<file path="src/rtl/pipe_pkg.sv">
// Shared types and constants for the pipeline hazard controller.
package pipe_pkg;

   typedef enum logic {
      RUN      = 1'b0,
      MEM_WAIT = 1'b1
   } state_e;

   localparam logic [4:0]  REG_ZERO  = 5'd0;
   localparam logic [31:0] NOP_INSTR = 32'h00000013;

   // A load in EX feeding a source register read in ID; x0 never counts.
   function automatic logic load_use_hazard(
      input logic       ex_memread,
      input logic [4:0] ex_rd,
      input logic [4:0] id_rs1,
      input logic [4:0] id_rs2,
      input logic       id_use_rs1,
      input logic       id_use_rs2
   );
      return ex_memread && (ex_rd != REG_ZERO) &&
             ((id_use_rs1 && (ex_rd == id_rs1)) || (id_use_rs2 && (ex_rd == id_rs2)));
   endfunction

endpackage

</file>
<file path="src/rtl/hazard_sat_counter.sv">
// Up-counter that sticks at all-ones instead of wrapping.
module hazard_sat_counter #(
   parameter int W = 32
) (
   input  logic         clk,
   input  logic         reset,
   input  logic         inc,
   output logic [W-1:0] count
);

   logic [W-1:0] count_q, count_d;

   always_comb begin
      count_d = count_q;
      if (inc && (count_q != '1)) count_d = count_q + W'(1);
   end

   always_ff @(posedge clk or negedge reset) begin
      if (!reset) count_q <= '0;
      else        count_q <= count_d;
   end

   assign count = count_q;

endmodule

</file>
<file path="src/rtl/pipeline_hazard_ctrl.sv">
// Stall/flush sequencing for the 5-stage core: memory waits, taken branches
// and load-use hazards, plus saturating performance counters.
module pipeline_hazard_ctrl
   import pipe_pkg::*;
#(
   parameter int MEM_TIMEOUT = 16,
   parameter int CNT_W       = 32
) (
   input  logic             clk,
   input  logic             reset,
   input  logic [4:0]       id_rs1,
   input  logic [4:0]       id_rs2,
   input  logic             id_use_rs1,
   input  logic             id_use_rs2,
   input  logic             ex_memread,
   input  logic [4:0]       ex_rd,
   input  logic             mem_branch,
   input  logic             mem_zero,
   input  logic             mem_memread,
   input  logic             mem_memwrite,
   input  logic             dmem_ready,
   output logic             pc_write,
   output logic             pc_src,
   output logic             if_id_write,
   output logic             if_id_flush,
   output logic             id_ex_flush,
   output logic             ex_mem_write,
   output logic             ex_mem_flush,
   output logic             mem_wb_bubble,
   output logic             mem_timeout,
   output logic [CNT_W-1:0] stall_cycles,
   output logic [CNT_W-1:0] flush_count
);

   localparam logic [7:0] TIMEOUT_CNT = 8'(MEM_TIMEOUT);

   state_e     state_q, state_d;
   logic [7:0] wait_cnt_q, wait_cnt_d;
   logic       mem_timeout_q, mem_timeout_d;
   logic       mem_access, load_use;
   logic       mem_stall, taken, lu_stall;

   assign mem_access = mem_memread | mem_memwrite;
   assign load_use   = load_use_hazard(ex_memread, ex_rd, id_rs1, id_rs2, id_use_rs1, id_use_rs2);

   always_comb begin
      state_d       = state_q;
      wait_cnt_d    = wait_cnt_q;
      mem_timeout_d = mem_timeout_q;
      mem_stall     = 1'b0;
      taken         = 1'b0;
      lu_stall      = 1'b0;

      // Memory wait outranks branches, which outrank load-use.
      if (state_q == RUN) begin
         if (mem_access && !dmem_ready) begin
            mem_stall  = 1'b1;
            state_d    = MEM_WAIT;
            wait_cnt_d = 8'd1;
         end else if (mem_branch && mem_zero) begin
            taken = 1'b1;
         end else if (load_use) begin
            lu_stall = 1'b1;
         end
      end else begin
         mem_stall = 1'b1;
         if (dmem_ready) begin
            state_d    = RUN;
            wait_cnt_d = 8'd0;
         end else if (wait_cnt_q != TIMEOUT_CNT) begin
            wait_cnt_d = wait_cnt_q + 8'd1;
         end
      end

      if ((state_d == MEM_WAIT) && (wait_cnt_d == TIMEOUT_CNT)) mem_timeout_d = 1'b1;
   end

   // Outputs are held at their idle values while reset is asserted.
   always_comb begin
      pc_write      = 1'b1;
      pc_src        = 1'b0;
      if_id_write   = 1'b1;
      if_id_flush   = 1'b0;
      id_ex_flush   = 1'b0;
      ex_mem_write  = 1'b1;
      ex_mem_flush  = 1'b0;
      mem_wb_bubble = 1'b0;
      if (reset) begin
         if (mem_stall) begin
            pc_write      = 1'b0;
            if_id_write   = 1'b0;
            ex_mem_write  = 1'b0;
            mem_wb_bubble = 1'b1;
         end else if (taken) begin
            pc_src       = 1'b1;
            if_id_flush  = 1'b1;
            id_ex_flush  = 1'b1;
            ex_mem_flush = 1'b1;
         end else if (lu_stall) begin
            pc_write    = 1'b0;
            if_id_write = 1'b0;
            id_ex_flush = 1'b1;
         end
      end
   end

   always_ff @(posedge clk or negedge reset) begin
      if (!reset) begin
         state_q       <= RUN;
         wait_cnt_q    <= 8'd0;
         mem_timeout_q <= 1'b0;
      end else begin
         state_q       <= state_d;
         wait_cnt_q    <= wait_cnt_d;
         mem_timeout_q <= mem_timeout_d;
      end
   end

   assign mem_timeout = mem_timeout_q;

   hazard_sat_counter #(.W(CNT_W)) u_stall_cnt (
      .clk   (clk),
      .reset (reset),
      .inc   (!pc_write),
      .count (stall_cycles)
   );

   hazard_sat_counter #(.W(CNT_W)) u_flush_cnt (
      .clk   (clk),
      .reset (reset),
      .inc   (reset && taken),
      .count (flush_count)
   );

endmodule

</file>
<file path="config.mk">
export PLATFORM = sky130hd
export DESIGN_NAME = pipeline_hazard_ctrl
export DESIGN_NICKNAME = d
export VERILOG_FILES = /design/src/rtl/pipe_pkg.sv /design/src/rtl/hazard_sat_counter.sv /design/src/rtl/pipeline_hazard_ctrl.sv
export SDC_FILE = /design/constraint.sdc
export NUM_CORES = 1
export LEC_CHECK = 0
export CAP_MARGIN = 20
export CELL_PAD_IN_SITES_DETAIL_PLACEMENT = 0
export CELL_PAD_IN_SITES_GLOBAL_PLACEMENT = 1
export CORE_MARGIN = 2
export CORE_UTILIZATION = 40
export DETAILED_ROUTE_END_ITERATION = 7
export PLACE_DENSITY_LB_ADDON = 0.1
export SETUP_SLACK_MARGIN = 0.4
export SLEW_MARGIN = 20
export SYNTH_ARGS = -nofsm -noshare
export SYNTH_HDL_FRONTEND = slang
export SYNTH_SLANG_ARGS = --single-unit
export TNS_END_PERCENT = 5
</file>
<file path="constraint.sdc">
create_clock -name clk -period 5.1 [get_ports clk]
set_input_delay 1.02 -clock clk [delete_from_list [all_inputs] [get_ports clk]]
set_output_delay 1.02 -clock clk [all_outputs]
set_load 0.02 [all_outputs]
</file>
# == Yosys cells after proc, flatten, opt, wreduce, memory -nomap -nowiden ==
# Index checks and enable logic that the tools add are counted.
# Widths: inputs -> output; s select.
# word_totals
input_bits,25
n_memories,0
regBits,74
latch_bits,0
mem_bits_rw,0
rom_bits,0
# classes
n_addsub,3
bitwise,1
n_div,0
reduce_logical,14
muxes,30
eq_ne,6
mul,0
shift,0
n_lt_le_gt_ge,0
# ops
op,n
$add 32x1->32 const B,2
$ne 32x32->1 const B,2
$mux 8,4
$mux 1,26
$eq 5x5->1,2
$logic_and 1x1->1,10
$add 8x1->8 const B,1
$eq 8x5->1 const B,1
$ne 8x5->1 const B,1
$reduce_bool 5->1,1
$logic_not 1->1,2
$logic_or 1x1->1,1
$or 1x1->1,1

# == Depth between registers and ports, before layout ==
# logic_depth
word_depth,14
depth_mapped,8
depth_no_buf,8

# == By module ==
# Synthesis repeated with hierarchy kept, for this count alone.
# hier_totals
cells_unflattened,402
area_unflattened_um2,4120.2
# by_module_without_submodules
module,instances,area_per_inst_um2,cells_each,seq_area_each_um2
hazard_sat_counter,2,1624.1,151,800.8
pipeline_hazard_ctrl,1,872.1,100,250.2

# == Worst setup path before layout ==
# OpenSTA, ideal clock, no wires.
# synth_timing
path_type,in2out
from,in ex_rd[4]
to,out pc_write
arrival_time_ns,2.528
slack_ns,1.552
path_stages,6
n_path_buf,1
t_required_ns,4.080
path_cell_list,xor2_1 nor4_1 a22oi_1 o41ai_2 inv_1 buf_4
# synth_via
elab_chain_len,12
# synth_rtl
element,line,text
start: declaration,pipeline_hazard_ctrl.sv:16,"input logic [4:0] ex_rd,"
$eq 5x5->1,pipe_pkg.sv:22,((id_use_rs1 && (ex_rd == id_rs1)) || (id_use_rs2 && (ex_rd == id_rs2)));
$logic_and 1x1->1,pipe_pkg.sv:22,
$logic_or 1x1->1,pipe_pkg.sv:22,
$logic_and 1x1->1 (*),pipe_pkg.sv:21,return ex_memread && (ex_rd != REG_ZERO) &&
$mux 1 (*),pipeline_hazard_ctrl.sv:62,end else if (load_use) begin
$mux 1 (*),pipeline_hazard_ctrl.sv:60,end else if (mem_branch && mem_zero) begin
$mux 1 (*),pipeline_hazard_ctrl.sv:56,if (mem_access && !dmem_ready) begin
$mux 1 (*),pipeline_hazard_ctrl.sv:55,if (state_q == RUN) begin
$mux 1 (*) (4 in a row),--,
end: declaration,pipeline_hazard_ctrl.sv:22,"output logic pc_write,"
# Mark *: on every way between the ends. The rest lies on a longest branch, timed or not.

# == Worst setup path after layout ==
# layout_timing
from,in ex_rd[0]
to,out if_id_write
# layout_via
elab_chain_len,12
# layout_rtl
element,line,text
$eq 5x5->1,pipe_pkg.sv:22,
$logic_and 1x1->1,pipe_pkg.sv:22,
$logic_or 1x1->1,pipe_pkg.sv:22,
$logic_and 1x1->1 (*),pipe_pkg.sv:21,
$mux 1 (*),pipeline_hazard_ctrl.sv:62,
$mux 1 (*),pipeline_hazard_ctrl.sv:60,
$mux 1 (*),pipeline_hazard_ctrl.sv:56,
$mux 1 (*),pipeline_hazard_ctrl.sv:55,
$mux 1 (*),pipeline_hazard_ctrl.sv:99,end else if (lu_stall) begin
$mux 1 (*),pipeline_hazard_ctrl.sv:94,end else if (taken) begin
$mux 1 (*),pipeline_hazard_ctrl.sv:89,if (mem_stall) begin
$mux 1 (*),pipeline_hazard_ctrl.sv:88,if (reset) begin
end: declaration,pipeline_hazard_ctrl.sv:24,"output logic if_id_write,"
# Marks and branches as above.

==> impl_metrics.env <==
export IMPL_overflow=0
export IMPL_tns_ps=0
export IMPL_synth_adder_area_share_pct=1.295
export IMPL_finalWeightedCongestion=0.8303
export IMPL_synth_cell_types=44
export IMPL_antenna_cells=0
export IMPL_finalNetCount=516
export IMPL_fmax_mhz=221.9
export IMPL_holdWs_ps=479.6
export IMPL_ir_worst_vdd_mv=0.1080
export IMPL_synth_seq_cells=74
export IMPL_crit_type="in -> out"
export IMPL_relSlewSlack_pct=52.75
export IMPL_antenna_found_initial=0
export IMPL_syn_inst=388
export IMPL_maxSlewViolCount=0
export IMPL_grt_max_degree=56
export IMPL_leakagePower_nw=2.224
export IMPL_synthesis_area_um2=3865
export IMPL_cp_max_fo=5
export IMPL_die_area_um2=10460
export IMPL_yosysTopAreaCell="dfrtp_1"
export IMPL_yosysSeqAreaShare_pct=47.91
export IMPL_hold_class="reg -> reg"
export IMPL_worstPathRequired_ps=4080
export IMPL_setup_viol=0
export IMPL_tightest_slew_ps=702.2
export IMPL_async_flop_share_pct=100.0
export IMPL_r2r_start="u_flush_cnt.count[24]"
export IMPL_fin_crit_sh_pct=88.37
export IMPL_grt_pass1_vias=3231
export IMPL_via_count=3258
export IMPL_clk_pin_slew_ps=80
export IMPL_hp_start="mem_timeout"
export IMPL_period_needed_ps=4507
export IMPL_synth_flop_cell="dfrtp_1"
export IMPL_synth_top_cell_area_share_pct=47.91
export IMPL_drc=0
export IMPL_avgSynthCellArea_um2=9.961
export IMPL_end_kind="output pin"
export IMPL_die_w_um=102.3
export IMPL_drt_wirelength_per_cell_um=15.73
export IMPL_core_rowCount=35
export IMPL_synth_simple_area_share_pct=25.48
export IMPL_arrival_ps=3490
export IMPL_io_buffers=97
export IMPL_synth_edf_count=0
export IMPL_synthXorXnorAreaFrac_pct=16.77
export IMPL_dp_hpwl_mm=7.153
export IMPL_gr_usage_all_layers_pct=19.46
export IMPL_r2r_end="u_flush_cnt.count[1]"
export IMPL_drive_gt1_share_pct=4.675
export IMPL_p_per_area_nw_per_um2=265.5
export IMPL_io_pins=98
export IMPL_synth_nets=417
export IMPL_dr_pass1_iters=4
export IMPL_muxShareOfSynthArea_pct=0.5827
export IMPL_rsz0062_at_grt="false"
export IMPL_clock_path_buffers=2
export IMPL_pre_cts_ws_ps=519.9
export IMPL_synthToLayoutAreaGrowth_pct=32.08
export IMPL_grt_pass1_wl_mm=15.97
export IMPL_maxCapViolations=0
export IMPL_reg2regPathDepth=5
export IMPL_post_cts_setup_buffer_count=0
export IMPL_start_kind="primary input"
export IMPL_yosys_warnings=0
export IMPL_reg2reg_slack_ps=2620
export IMPL_whs_endpoint="mem_timeout"
export IMPL_synth_compound_area_share_pct=4.726
export IMPL_final_hold_violation_count=0
export IMPL_cts_tree="done"
export IMPL_h_tree_depth=3
export IMPL_clock_latency_ps=330
export IMPL_setup_slack_ps=593.0
export IMPL_first_iter_violations=138
export IMPL_skew_ps=8.105
export IMPL_viasPerCell=5.246
export IMPL_netlist_top_cells_area="dfrtp_1 48%, xnor2_1 9.3%, xor2_1 7.5%"
export IMPL_synth_top_family_by_area="simple AND/OR/NAND/NOR gates"
export IMPL_start_util_pct=41.44
export IMPL_core_um2=9328
export IMPL_die_h_um=102.3
export IMPL_status="complete, no violations"
export IMPL_totalPowerFinal_mw=1.355
export IMPL_wirelength_mm=9.770
export IMPL_holdPathStages=2
export IMPL_ant_nets=0
export IMPL_root_buffer="clkbuf_8"
export IMPL_cts_inserted_buffers=9
export IMPL_ctsResizeCount=0
export IMPL_numClockSinks=74
export IMPL_hold_buffers=0
## layer usage
| layer | vias up | global-route usage [%] | share of wire (%) | wire (um) |
|---|---|---|---|---|
| li1 | 1570 | - | - | - |
| met5 | - | 0 | 0 | 0 |
| met4 | 0 | 5.333 | 0.95 | 93 |
| met2 | 103 | 30.41 | 45 | 4431 |
| met3 | 7 | 3.215 | 5.5 | 536 |
| met1 | 1578 | 28.14 | 48 | 4708 |
## stage by stage
step	area [um^2]	utilization, %	cells
6_report	5105	54.73	621
5_1_grt	5105	54.73	621
4_1_cts	5105	54.73	621
3_5_place_dp	4941	52.97	605
3_3_place_gp	4941	52.97	605
2_1_floorplan	3865	-	388
## registers in the layout, summed over array words and instances, names as in the netlist
register	cells
u_flush_cnt.count	32
u_stall_cnt.count	32
wait_cnt_q	8
mem_timeout	1
state_q	1
## final cells by class
| class | count | area (um^2) |
|---|---|---|
| repair buffers | 98 | 975.9 |
| flip-flops and latches | 74 | 1852 |
| clock buffers | 13 | 148.9 |
| inverters | 17 | 63.81 |
| clock inverters | 3 | 15.01 |
| well taps | 129 | 161.4 |
| multi-input cells | 287 | 1888 |
| fillers | 883 | 4223 |
## cells in the mapped netlist (2+ instances only)
| cell type | n |
|---|---|
| and2_1 | 4 |
| a21oi_1 | 4 |
| o31ai_1 | 2 |
| mux2_2 | 2 |
| buf_4 | 4 |
| xnor2_1 | 41 |
| and2_0 | 2 |
| inv_1 | 17 |
| xor2_1 | 33 |
| nand3_1 | 25 |
| dfrtp_1 | 74 |
| nand2b_1 | 3 |
| or3_1 | 5 |
| and4_1 | 5 |
| nor2_1 | 26 |
| o21ai_0 | 13 |
| nor4_1 | 10 |
| nand4bb_1 | 2 |
| or4_1 | 2 |
| ha_1 | 4 |
| nand3_2 | 2 |
| clkbuf_1 | 4 |
| nand2_1 | 27 |
| nor2b_1 | 2 |
| a31oi_1 | 2 |
| nor3_1 | 17 |
| and3_1 | 14 |
| nand4_1 | 26 |
## power by group
group          internal, mW  switching [mW]
registers             0.623          0.0491
clock network         0.189           0.210
logic                 0.132           0.153
## placed cells by master, fill, tap and decap left out, drive strengths merged, types with 3 or more instances in the layout
cell type and count:
clkdlybuf4s50 96, dfrtp 74, xnor2 41, xor2 33
nand2 27, nand4 27, nand3 27, nor2 26
inv 17, nor3 17, and3 15, o21ai 14
clkbuf 13, nor4 10, and2 6, or3 5
and4 5, a21oi 4, ha 4, nand2b 3
clkinv 3, or4 3
## worst max path at each step
| stage | start | endpoint | slack (ps) |
|---|---|---|---|
| CTS | ex_rd[0] | if_id_write | 540 |
| detailed placement | ex_rd[0] | if_id_write | 520 |
| global placement | ex_rd[0] | pc_write | 630 |
| global route | ex_rd[0] | pc_write | 410 |
| floorplan | ex_rd[4] | pc_write | 1550 |
| finish | ex_rd[0] | if_id_write | 590 |
## critical path, cell delays in order
cell and delay [ps]:
clkdlybuf4s50_1 470, xor2_1 190, nor4_1 390, a22oi_1 190, o41ai_2 550, inv_1 110
clkdlybuf4s50_1 560
## cell families after synthesis
kind of cell             Yosys count
AND/OR/NAND/NOR                  178
XOR/XNOR                          74
flip-flops                        74
AO/OA/AOI/OAI                     29
buffers and inverters             27
adder cells (fa/ha/maj)            4
multiplexers                       2
Power figures use the tool's default switching activity.
